File: src/rtl/bram_rd_stream.sv
// bram_rd_stream: read-side streaming engine for a single-clock block RAM.
// Takes a (start address, length) command, issues one read per cycle on a RAM
// port while output credit allows, re-times the returned words through a
// small show-ahead FIFO and presents them as a valid/ready stream with last.
//
// Ports
//   clk, rst              clock; asynchronous active-high reset
//   cmd_valid/cmd_ready   command handshake (ready only while idle)
//   cmd_addr, cmd_len     first word address, word count (0 = no-op)
//   ram_addr              registered read address to the RAM port
//   ram_dout              RAM read data, LATENCY clocks after ram_addr
//   m_data/m_valid/m_ready/m_last   output stream
//   busy                  command accepted and last word not yet popped
module bram_rd_stream #(
  parameter int DATA    = 72,
  parameter int ADDR    = 10,
  parameter int LATENCY = 1
) (
  input  logic              clk,
  input  logic              rst,
  input  logic              cmd_valid,
  output logic              cmd_ready,
  input  logic [ADDR-1:0]   cmd_addr,
  input  logic [ADDR:0]     cmd_len,
  output logic [ADDR-1:0]   ram_addr,
  input  logic [DATA-1:0]   ram_dout,
  output logic [DATA-1:0]   m_data,
  output logic              m_valid,
  input  logic              m_ready,
  output logic              m_last,
  output logic              busy
);

  localparam int D  = LATENCY + 2;
  localparam int PW = $clog2(D);
  localparam int OW = $clog2(D + 1);

  localparam logic [1:0] S_IDLE  = 2'd0;
  localparam logic [1:0] S_ISSUE = 2'd1;
  localparam logic [1:0] S_DRAIN = 2'd2;

  localparam logic [ADDR:0]   LEN_ONE  = 1;
  localparam logic [ADDR-1:0] ADDR_ONE = 1;
  localparam logic [OW-1:0]   OCC_ONE  = 1;
  localparam logic [OW-1:0]   OCC_MAX  = OW'(D);
  localparam logic [PW-1:0]   PTR_ONE  = 1;
  localparam logic [PW-1:0]   PTR_LAST = PW'(D - 1);

  logic [1:0]          state;
  logic [ADDR-1:0]     addr_cnt;
  logic [ADDR:0]       rem_cnt;
  // Stage 0 lines up with the ram_addr register, stages 1..LATENCY with the
  // RAM's internal pipeline, so stage LATENCY flags valid data on ram_dout.
  logic [LATENCY:0]    vld_pipe;
  logic [LATENCY:0]    last_pipe;
  logic [D-1:0][DATA-1:0] fifo_data;
  logic [D-1:0]        fifo_last;
  logic [PW-1:0]       wr_ptr, rd_ptr;
  logic [OW-1:0]       fcnt;
  // Reads in flight plus words held in the FIFO.
  logic [OW-1:0]       occ;

  logic            accept, start, pop, push, credit, issue_run, issue, issue_last;
  logic [ADDR-1:0] issue_addr;

  function automatic logic [PW-1:0] ptr_nxt(input logic [PW-1:0] p);
    return (p == PTR_LAST) ? '0 : p + PTR_ONE;
  endfunction

  assign cmd_ready = (state == S_IDLE);
  assign busy      = (state != S_IDLE);
  assign accept    = cmd_valid & cmd_ready;
  // The accepting edge already issues the first read, which is what makes
  // command-to-first-beat LATENCY+1 clocks.
  assign start     = accept & (cmd_len != '0);
  assign m_valid   = (fcnt != '0);
  assign m_data    = fifo_data[rd_ptr];
  assign m_last    = fifo_last[rd_ptr];
  assign pop       = m_valid & m_ready;
  assign push      = vld_pipe[LATENCY];
  // A pop this cycle frees a slot, so a full budget still issues when draining.
  assign credit    = (occ < OCC_MAX) | pop;
  assign issue_run = (state == S_ISSUE) & credit;
  assign issue     = start | issue_run;
  assign issue_addr = start ? cmd_addr : addr_cnt;
  assign issue_last = start ? (cmd_len == LEN_ONE) : (rem_cnt == LEN_ONE);

  always_ff @(posedge clk or posedge rst) begin
    if (rst) begin
      state     <= S_IDLE;
      addr_cnt  <= '0;
      rem_cnt   <= '0;
      ram_addr  <= '0;
      vld_pipe  <= '0;
      last_pipe <= '0;
    end else begin
      unique case (state)
        S_IDLE:  if (start) state <= issue_last ? S_DRAIN : S_ISSUE;
        S_ISSUE: if (issue_run && issue_last) state <= S_DRAIN;
        S_DRAIN: if (pop && m_last) state <= S_IDLE;
        default: state <= S_IDLE;
      endcase
      if (issue) begin
        ram_addr <= issue_addr;
        addr_cnt <= issue_addr + ADDR_ONE;   // wraps mod 2**ADDR
      end
      if (start)          rem_cnt <= cmd_len - LEN_ONE;
      else if (issue_run) rem_cnt <= rem_cnt - LEN_ONE;
      vld_pipe  <= {vld_pipe[LATENCY-1:0], issue};
      last_pipe <= {last_pipe[LATENCY-1:0], issue & issue_last};
    end
  end

  always_ff @(posedge clk or posedge rst) begin
    if (rst) begin
      fifo_data <= '0;
      fifo_last <= '0;
      wr_ptr    <= '0;
      rd_ptr    <= '0;
      fcnt      <= '0;
      occ       <= '0;
    end else begin
      if (push) begin
        fifo_data[wr_ptr] <= ram_dout;
        fifo_last[wr_ptr] <= last_pipe[LATENCY];
        wr_ptr            <= ptr_nxt(wr_ptr);
      end
      if (pop) rd_ptr <= ptr_nxt(rd_ptr);
      unique case ({push, pop})
        2'b10:   fcnt <= fcnt + OCC_ONE;
        2'b01:   fcnt <= fcnt - OCC_ONE;
        default: fcnt <= fcnt;
      endcase
      unique case ({issue, pop})
        2'b10:   occ <= occ + OCC_ONE;
        2'b01:   occ <= occ - OCC_ONE;
        default: occ <= occ;
      endcase
    end
  end

endmodule

File: config.mk
export PLATFORM = sky130hd
export DESIGN_NAME = bram_rd_stream
export DESIGN_NICKNAME = d
export VERILOG_FILES = /design/src/rtl/bram_rd_stream.sv
export SDC_FILE = /design/constraint.sdc
export NUM_CORES = 1
export LEC_CHECK = 0
export CELL_PAD_IN_SITES_DETAIL_PLACEMENT = 1
export CELL_PAD_IN_SITES_GLOBAL_PLACEMENT = 2
export CORE_UTILIZATION = 35
export DETAILED_ROUTE_END_ITERATION = 12
export PLACE_DENSITY_LB_ADDON = 0.1
export SLEW_MARGIN = 5
export SYNTH_ARGS = -nofsm -noshare
export SYNTH_HDL_FRONTEND = slang
export SYNTH_SLANG_ARGS = --single-unit
File: constraint.sdc
create_clock -name clk -period 10.6 [get_ports clk]
set_input_delay 2.12 -clock clk [delete_from_list [all_inputs] [get_ports clk]]
set_output_delay 2.12 -clock clk [all_outputs]
set_load 0.01 [all_outputs]
==> qor.csv, run 1 <==
metric;value;unit
startpoint types;flip-flop;
clock root buffer;clkbuf_16;
Synth area leader;dfrtp_1;
First-pass DRT Iterations;4;
initial antenna violation count;1;
vias in the first global route;9129;
Final ANT Viol Nets;0;
largest net degree at the start of global routing;138;
number of fill cells in the layout;3671;
mapped cell area;12400;um^2
Crit path required time;8.48;ns
final critical-path required period;5.73;ns
DR DRC count;0;
static leakage power;0.00638;uW
TritonCTS clock tree;yes;
Placed Cells;1595;
grt total ovfl;0;
Clk pin slew, worst setup/hold paths;0.06;ns
Max rail drop VDD;0.000140;V
Setup TNS;0;ns
type of the tightest min-delay check;reg2reg;
Layout Cells excl Fill;1650;
Ports;183;
reg2reg path depth;10;
total clock buffers created by CTS;30;
Initial DRC Count;319;
hold path cells;0;
total track usage;0.175;
CP endpoint kind;primary output;
Async SR Flop Fraction;1.00;
hold_buf cts;0;
overall power;5340;uW
Seq/Total Area, Yosys;0.532;
row count;68;
syn avg cell area;12.2;um^2
Synth Flop Type;dfrtp_1;
critical path fanouts, max;63;
GPL Wtd Cong;0.730;
Post-Syn Nets;1119;
WL/cell;18.7;um
WHS;0.348;ns
CTS Sinks;264;
Critical Path AT;3.61;ns
#FFs+latches synth;264;
Die W;190;um
FMAX;175;MHz
routed wire length;30900;um
htree depth;1;
Resized cells post-CTS;0;
Final Skew;0.0110;ns
synth top area cells;dfrtp_1 53%, mux2_2 20%, mux2i_1 6.5%;
warnings from Yosys;0;
Fin. Hold Viols;0;
final setup fails;0;
Clock Latency Late Sink;0.55;ns
vias per cell;5.11;
pre-CTS WS;5.16;ns
top cell type's share of synthesized area;0.532;
Slew HR;0.316;
setup ws final;4.87;ns
Port Buffers;182;
top cells by count, synth;264 x dfrtp_1, 220 x mux2_2, 115 x nand2_1;
Final nets;1276;
Final Cycle Share;0.540;
DPL Wire Length;19400;um
antenna diode count;0;
Pwr Density;342;nW/um^2
RSZ-0062 raised after global routing;false;
die area;36200;um^2
starting density of the core;0.358;
Slew Limit Fails;0;
Worst Tran Pin Value;1.03;ns
top-count cell post-synth;dfrtp_1;
Layout area overhead;25.8;%
Syn Inst Count;1015;
Via Count;8437;
Clock Path Buffers;3;
CP Class;reg2out;
status;finished, final reports clean;
Post-synth EDFFs;0;
fraction of layout cells with a size suffix above 1;0.253;
first-pass GRT wire length;50800;um
Max Cap Viol;0;
Post-CTS Setup Bufs;0;
synth unique cells;65;
Die Y-Extent;190;um
Core ar.;34700;um^2
power breakdown:
| group | switching (uW) | internal, uW | total, uW |
|---|---|---|---|
| clock network | 406 | 626 | 1030 |
| logic | 1070 | 1360 | 2430 |
| registers | 356 | 1530 | 1880 |
| total | 1830 | 3510 | 5340 |
flip-flops by register name, summed over array words and instances, names as in the netlist, 3 cells and up:
register   flops
fifo_data    216
addr_cnt      10
rem_cnt       11
fifo_last      3
ram_addr      10
critical path, cell delays in order (launching register included):
cell and delay (ns):
dfrtp_4 1.08, buf_4 0.86, nor2b_2 0.12, buf_4 0.26
nand2_1 0.10, o21ai_0 0.07, clkdlybuf4s50_1 0.50
final timing paths:
check | from | endpoint | slack, ns
setup / recovery | rd_ptr[1] | m_data[59] | 4.87
hold / removal | last_pipe[0] | last_pipe[1] | 0.35
setup reg to reg | state[0] | addr_cnt[6] | 7.43
hold reg to reg | last_pipe[0] | last_pipe[1] | 0.35
max in group asynchronous | rst | fifo_data[171] | 6.96
min in group asynchronous | rst | fifo_data[206] | 2.17
metrics by stage:
step / instance area (um^2) / util
4_1_cts: 15600 / 0.450
5_1_grt: 15600 / 0.450
2_1_floorplan: 12400 / -
6_report: 15600 / 0.450
3_3_place_gp: 14600 / 0.421
3_5_place_dp: 14600 / 0.421
layer usage:
metal / vias to the layer above / part of all wire / wire length (um) / global-route usage
met5: - / 0.00042 / 13 / 0
met4: 2 / 0.019 / 579 / 0.0363
met3: 38 / 0.040 / 1250 / 0.0298
met1: 4276 / 0.48 / 14700 / 0.248
met2: 142 / 0.46 / 14300 / 0.281
li1: 3979 / - / - / -
cells by family (layout without fill, tap and decap cells):
family	after synthesis	after routing	share of synthesized area
compound gates	147	147	0.0790
flops	264	264	0.532
xor+xnor	22	22	0.0155
simple gates	191	191	0.0700
buf+inv	83	263	0.0307
mux	301	301	0.265
fa+ha+maj	7	7	0.00706
final cells by class:
| type | count | area (um^2) | share of cell area |
|---|---|---|---|
| Timing Repair Buffer | 195 | 1920 | 0.123 |
| Sequential cell | 264 | 6610 | 0.424 |
| Inverter | 13 | 56.3 | 0.00361 |
| Multi-Input combinational cell | 668 | 5460 | 0.349 |
| Tap cell | 455 | 569 | 0.0365 |
| Clock buffer | 49 | 943 | 0.0604 |
| Clock inverter | 6 | 55.1 | 0.00353 |
layout by cell type, fill, tap and decap left out, types with 7 or more instances in the layout:
cell type / Yosys / layout
dfrtp_1: 264 / 262
mux2_2: 220 / 220
clkdlybuf4s50_1: 0 / 182
nand2_1: 115 / 115
mux2i_1: 80 / 80
o22ai_1: 49 / 49
o21ai_0: 38 / 38
clkbuf_16: 0 / 31
nor2_1: 17 / 17
xnor2_1: 15 / 15
buf_4: 1 / 13
inv_1: 13 / 12
a31oi_1: 11 / 11
nor3_1: 12 / 11
clkbuf_8: 0 / 10
nand4_1: 8 / 8
clkbuf_1: 48 / 8
xor2_1: 7 / 7
nand3_1: 8 / 7
ha_1: 7 / 7
(Power assumes the default switching activity.)
==> run 2, diff against run 1 <==
--- a/config.mk
+++ b/config.mk
@@ -7,7 +7,7 @@
 export LEC_CHECK = 0
 export CELL_PAD_IN_SITES_DETAIL_PLACEMENT = 1
 export CELL_PAD_IN_SITES_GLOBAL_PLACEMENT = 2
-export CORE_UTILIZATION = 35
+export CORE_UTILIZATION = 33
 export DETAILED_ROUTE_END_ITERATION = 12
 export PLACE_DENSITY_LB_ADDON = 0.1
 export SLEW_MARGIN = 5
==> constraint.sdc (replaced) <==
create_clock -name clk -period 4.8 [get_ports clk]
set_input_delay 0.96 -clock clk [delete_from_list [all_inputs] [get_ports clk]]
set_output_delay 0.96 -clock clk [all_outputs]
set_load 0.01 [all_outputs]
==> run 2 against run 1 <==
Effect of this change:
- first-iteration DRC count shrank 27%
- highest routed layer unchanged
- critical path depth shrank 2
- utilization shrank 2.1 points
- cell area grew 1.0%
- clock skew shrank 0.0027 ns
- total power grew 130%
==> qor.csv, run 2 (synthesized netlist as in run 1, its figures left out) <==
metric;value;unit
status;finished, final reports clean;
final instance area;15800;um^2
Max Cap Viol;0;
grt total ovfl;0;
max FFs per register;216;
Critical Path AT;3.09;ns
min-delay src;last_pipe[0];
Initial DRC Count;234;
initial antenna violation count;1;
Port Buffers;182;
launch point of the worst path;rd_ptr[1];
Clock Path Buffers;3;
hold_buf cts;0;
Layout Cells excl Fill;1670;
reg2reg start;state[0];
DPL Wire Length;20200;um
CP cell instances;buf_4, mux2i_1, o22ai_1, clkdlybuf4s50_1;
Worst Tran Pin Value;1.04;ns
static leakage power;0.00645;uW
Pwr Density;765;nW/um^2
Max rail drop VDD;0.000315;V
Clk pin slew, worst setup/hold paths;0.06;ns
register name with the most flops;fifo_data;
final critical-path required period;4.05;ns
WL/cell;19.4;um
CP endpoint kind;primary output;
CP bufs+invs;2;
largest registers;fifo_data x216, rem_cnt x11;
htree depth;1;
Slew Limit Fails;0;
Critical Path Slowest Stage Cell;dfrtp_4;
type of the tightest min-delay check;reg2reg;
Resized cells post-CTS;0;
antenna diode count;0;
commonest cells after routing, fill and taps aside;262 x dfrtp_1, 220 x mux2_2, 182 x clkdlybuf4s50_1;
row count;70;
Placed Cells;1614;
Die W;196;um
Post-DP Area;14700;um^2
TritonCTS clock tree;yes;
most common cell after layout, fill and taps aside;dfrtp_1;
Clock Latency Late Sink;0.55;ns
CP peak stage delay;1.12;ns
first-pass GRT wire length;52700;um
RSZ-0062 raised after global routing;false;
critical path fanouts, max;62;
kind of cell adding the most delay to the critical path;flip-flops;
WHS;0.348;ns
Layout area overhead;27.1;%
Ports;183;
Slew HR;0.309;
fraction of layout cells with a size suffix above 1;0.260;
routed wire length;32400;um
Final nets;1282;
largest net degree at the start of global routing;109;
Crit path required time;3.84;ns
Fin. Hold Viols;0;
clock root buffer;clkbuf_16;
Final Cycle Share;0.843;
startpoint types;flip-flop;
Via Count;8593;
Die Y-Extent;196;um
Post-CTS Setup Bufs;0;
vias per cell;5.15;
die area;38400;um^2
number of fill cells in the layout;3878;
Final ANT Viol Nets;0;
GPL Wtd Cong;0.705;
starting density of the core;0.337;
Core ar.;36800;um^2
final setup fails;0;
total clock buffers created by CTS;30;
Register Area;6610;um^2
CP Class;reg2out;
total track usage;0.172;
Setup TNS;0;ns
CTS Sinks;264;
vias in the first global route;9353;
FMAX;247;MHz
Final Skew;0.00825;ns
DR DRC count;0;
First-pass DRT Iterations;4;
area of the multi-input gates;5460;um^2
[run 2: cell types whose count changed in the layout (fill, tap and decap cells not counted)]
cell,change
buf_4,+4
bufinv_16,+3
clkbuf_1,-3
buf_12,+2
clkinv_2,+2
clkbuf_8,-1
clkinvlp_4,+1
inv_8,-1
[run 2: per-stage QoR]
step | power, uW | utilization | setup WS (ns)
floorplan | 7460 | - | 0.356
global placement | 9640 | 0.400 | 0.744
detailed placement | 9740 | 0.400 | 0.591
CTS | 12300 | 0.429 | 0.654
global route | 12900 | 0.429 | 0.523
finish | 12100 | 0.429 | 0.752
[run 2: final timing paths]
check / to / slack (ns) / cells after the start
max in group asynchronous: fifo_data[68] / 3.25 / 3
min in group asynchronous: fifo_data[62] / 0.66 / 2
min: last_pipe[1] / 0.35 / 0
max: m_data[24] / 0.75 / 4
max reg2reg: addr_cnt[6] / 2.18 / 10
min reg2reg: last_pipe[1] / 0.35 / 0
[run 2: area by class of cell]
cell class	count	area share
well taps	468	0.0371
clock inverters	11	0.00984
flip-flops and latches	264	0.419
repair buffers	201	0.126
clock buffers	45	0.0582
multi-input cells	668	0.346
inverters	13	0.00333
[run 2: report_power, final]
group          total, uW  internal (uW)  switching, uW  leakage, uW
logic               5430           3010           2420      0.00283
clock network       2460           1530            937     0.000537
registers           4160           3370            796      0.00308
[run 2: worst reg2reg max path: cells and delay by family (launching register included)]
kind / cells / cell delay, ns
adder cells (fa/ha/maj): 1 / 0.30
buffers and inverters: 1 / 0.17
flip-flops: 1 / 0.48
AO/OA/AOI/OAI: 3 / 0.90
AND/OR/NAND/NOR: 5 / 0.68
[run 2: metal layers]
metal  global-route usage  vias to the layer above  wire length [um]
met3               0.0299                       44              1250
met1                0.236                     4406             15300
met5                    0                        -                13
met4               0.0385                        2               678
li1                     -                     3997                 -
met2                0.284                      144             15200
==> run 3, diff against run 2 <==
--- a/config.mk
+++ b/config.mk
@@ -7,7 +7,7 @@
 export LEC_CHECK = 0
 export CELL_PAD_IN_SITES_DETAIL_PLACEMENT = 1
 export CELL_PAD_IN_SITES_GLOBAL_PLACEMENT = 2
-export CORE_UTILIZATION = 33
+export CORE_UTILIZATION = 35
 export DETAILED_ROUTE_END_ITERATION = 12
 export PLACE_DENSITY_LB_ADDON = 0.1
 export SLEW_MARGIN = 5
==> constraint.sdc (replaced) <==
create_clock -name clk -period 3.79 [get_ports clk]
set_input_delay 0.758 -clock clk [delete_from_list [all_inputs] [get_ports clk]]
set_output_delay 0.758 -clock clk [all_outputs]
set_load 0.01 [all_outputs]
==> run 3 against run 2 <==
Effect of this change:
- cell area increased by 0.76%
- clock skew rose by 0.0025 ns
- routed wire length is 2.3% lower
- critical endpoint is now m_data[61]
==> qor.csv, run 3 (synthesized netlist as in run 1, its figures left out) <==
metric;value;unit
launch point of the worst path;rd_ptr[1];
hold_buf cts;0;
final critical-path required period;3.39;ns
max FFs per register;216;
Worst Tran Pin Value;0.958;ns
Critical Path AT;2.63;ns
Slew Limit Fails;0;
FMAX;295;MHz
critical path fanouts, max;24;
Comb power frac;0.466;
Final Skew;0.0108;ns
grt total ovfl;0;
first-pass GRT wire length;51900;um
Final nets;1291;
Initial DRC Count;256;
CTS Sinks;264;
Clock Path Buffers;3;
Fin. Hold Viols;0;
CP endpoint kind;primary output;
Layout area overhead;28.0;%
reg2reg start;state[0];
Final ANT Viol Nets;0;
type of the tightest min-delay check;reg2reg;
GPL Wtd Cong;0.745;
WHS;0.358;ns
htree depth;1;
switching power;5200;uW
vias per cell;5.18;
Via Count;8634;
Reg power frac;0.336;
Die W;190;um
Post-CTS Setup Bufs;0;
Clk pwr share;0.198;
Resized cells post-CTS;0;
commonest cells after routing, fill and taps aside;262 x dfrtp_1, 220 x mux2_2, 182 x clkdlybuf4s50_1;
TritonCTS clock tree;yes;
final setup fails;0;
Slew HR;0.356;
Clk pin slew, worst setup/hold paths;0.06;ns
fraction of layout cells with a size suffix above 1;0.266;
largest registers;fifo_data x216, rem_cnt x11;
pre-CTS WS;0.0565;ns
WL/cell;19.0;um
DR DRC count;0;
die area;36200;um^2
Core ar.;34700;um^2
Ports;183;
final instance area;15900;um^2
Pint;9990;uW
First-pass DRT Iterations;4;
most common cell after layout, fill and taps aside;dfrtp_1;
status;finished, final reports clean;
total track usage;0.179;
starting density of the core;0.358;
Die Y-Extent;190;um
Pwr Density;956;nW/um^2
register name with the most flops;fifo_data;
Crit path required time;3.03;ns
Max rail drop VDD;0.000498;V
clock root buffer;clkbuf_16;
static leakage power;0.00651;uW
Port Buffers;182;
setup ws final;0.400;ns
largest net degree at the start of global routing;92;
Final Cycle Share;0.894;
Clock Latency Late Sink;0.55;ns
DPL Wire Length;20400;um
Max Cap Viol;0;
row count;68;
routed wire length;31700;um
RSZ-0062 raised after global routing;false;
CP Class;reg2out;
initial antenna violation count;2;
Post-DP Area;14800;um^2
vias in the first global route;9170;
startpoint types;flip-flop;
Switching Fraction;0.342;
min-delay src;last_pipe[0];
total clock buffers created by CTS;30;
==> run 3: cell types whose count changed in the layout (fill, tap and decap cells not counted) <==
cell / before / now
buf_12: 2 / 9
buf_4: 17 / 19
bufinv_16: 4 / 2
clkbuf_1: 5 / 3
clkbuf_8: 9 / 12
clkinv_2: 7 / 5
clkinvlp_4: 1 / 3
diode_2: 0 / 1
==> run 3: critical path, stage by stage (launching register included) <==
cell,delay [ns]
dfrtp_4,0.64
nor2b_2,0.27
buf_4,0.35
nand2_1,0.09
o21ai_0,0.13
clkdlybuf4s50_1,0.60
==> run 3: final timing paths <==
path / depth (start not counted) / endpoint / slack, ns
setup / recovery: 5 / m_data[61] / 0.40
hold / removal: 0 / last_pipe[1] / 0.36
setup reg to reg: 10 / addr_cnt[6] / 1.30
hold reg to reg: 0 / last_pipe[1] / 0.36
max in group asynchronous: 3 / rem_cnt[2] / 2.25
min in group asynchronous: 2 / fifo_data[63] / 0.73
==> run 3: power by group through the flow <==
stage / clock network [uW] / logic [uW] / registers [uW]
floorplan: 0 / 4570 / 4870
global placement: 0 / 7110 / 5110
detailed placement: 0 / 7210 / 5170
CTS: 3120 / 7250 / 5120
global route: 3210 / 7750 / 5320
finish: 3010 / 7080 / 5110
==> run 3: layout make-up <==
type	count	area [um^2]
antenna	1	2.50
clock buffer	46	952
clock inverter	9	100
fill	3647	18800
inverter	13	52.6
multi-input combinational	668	5460
sequential	264	6610
tap	455	569
timing repair buffer	210	2140
==> run 3: per-layer routing <==
layer / vias up / GRT usage / wire length [um]
li1: 4019 / - / -
met1: 4434 / 0.253 / 15000
met2: 146 / 0.289 / 14900
met3: 33 / 0.0300 / 1280
met4: 2 / 0.0357 / 500
met5: - / 0 / 11
==> run 3: through the flow <==
step                      total power [uW]  std cells   util  setup TNS (ns)
after floorplan                       9450       1015      -         -119.20
after global placement               12200       1610  0.427               0
after detailed placement             12400       1610  0.427               0
after CTS                            15500       1665  0.458               0
after global routing                 16300       1666  0.458               0
final                                15200       1666  0.458               0
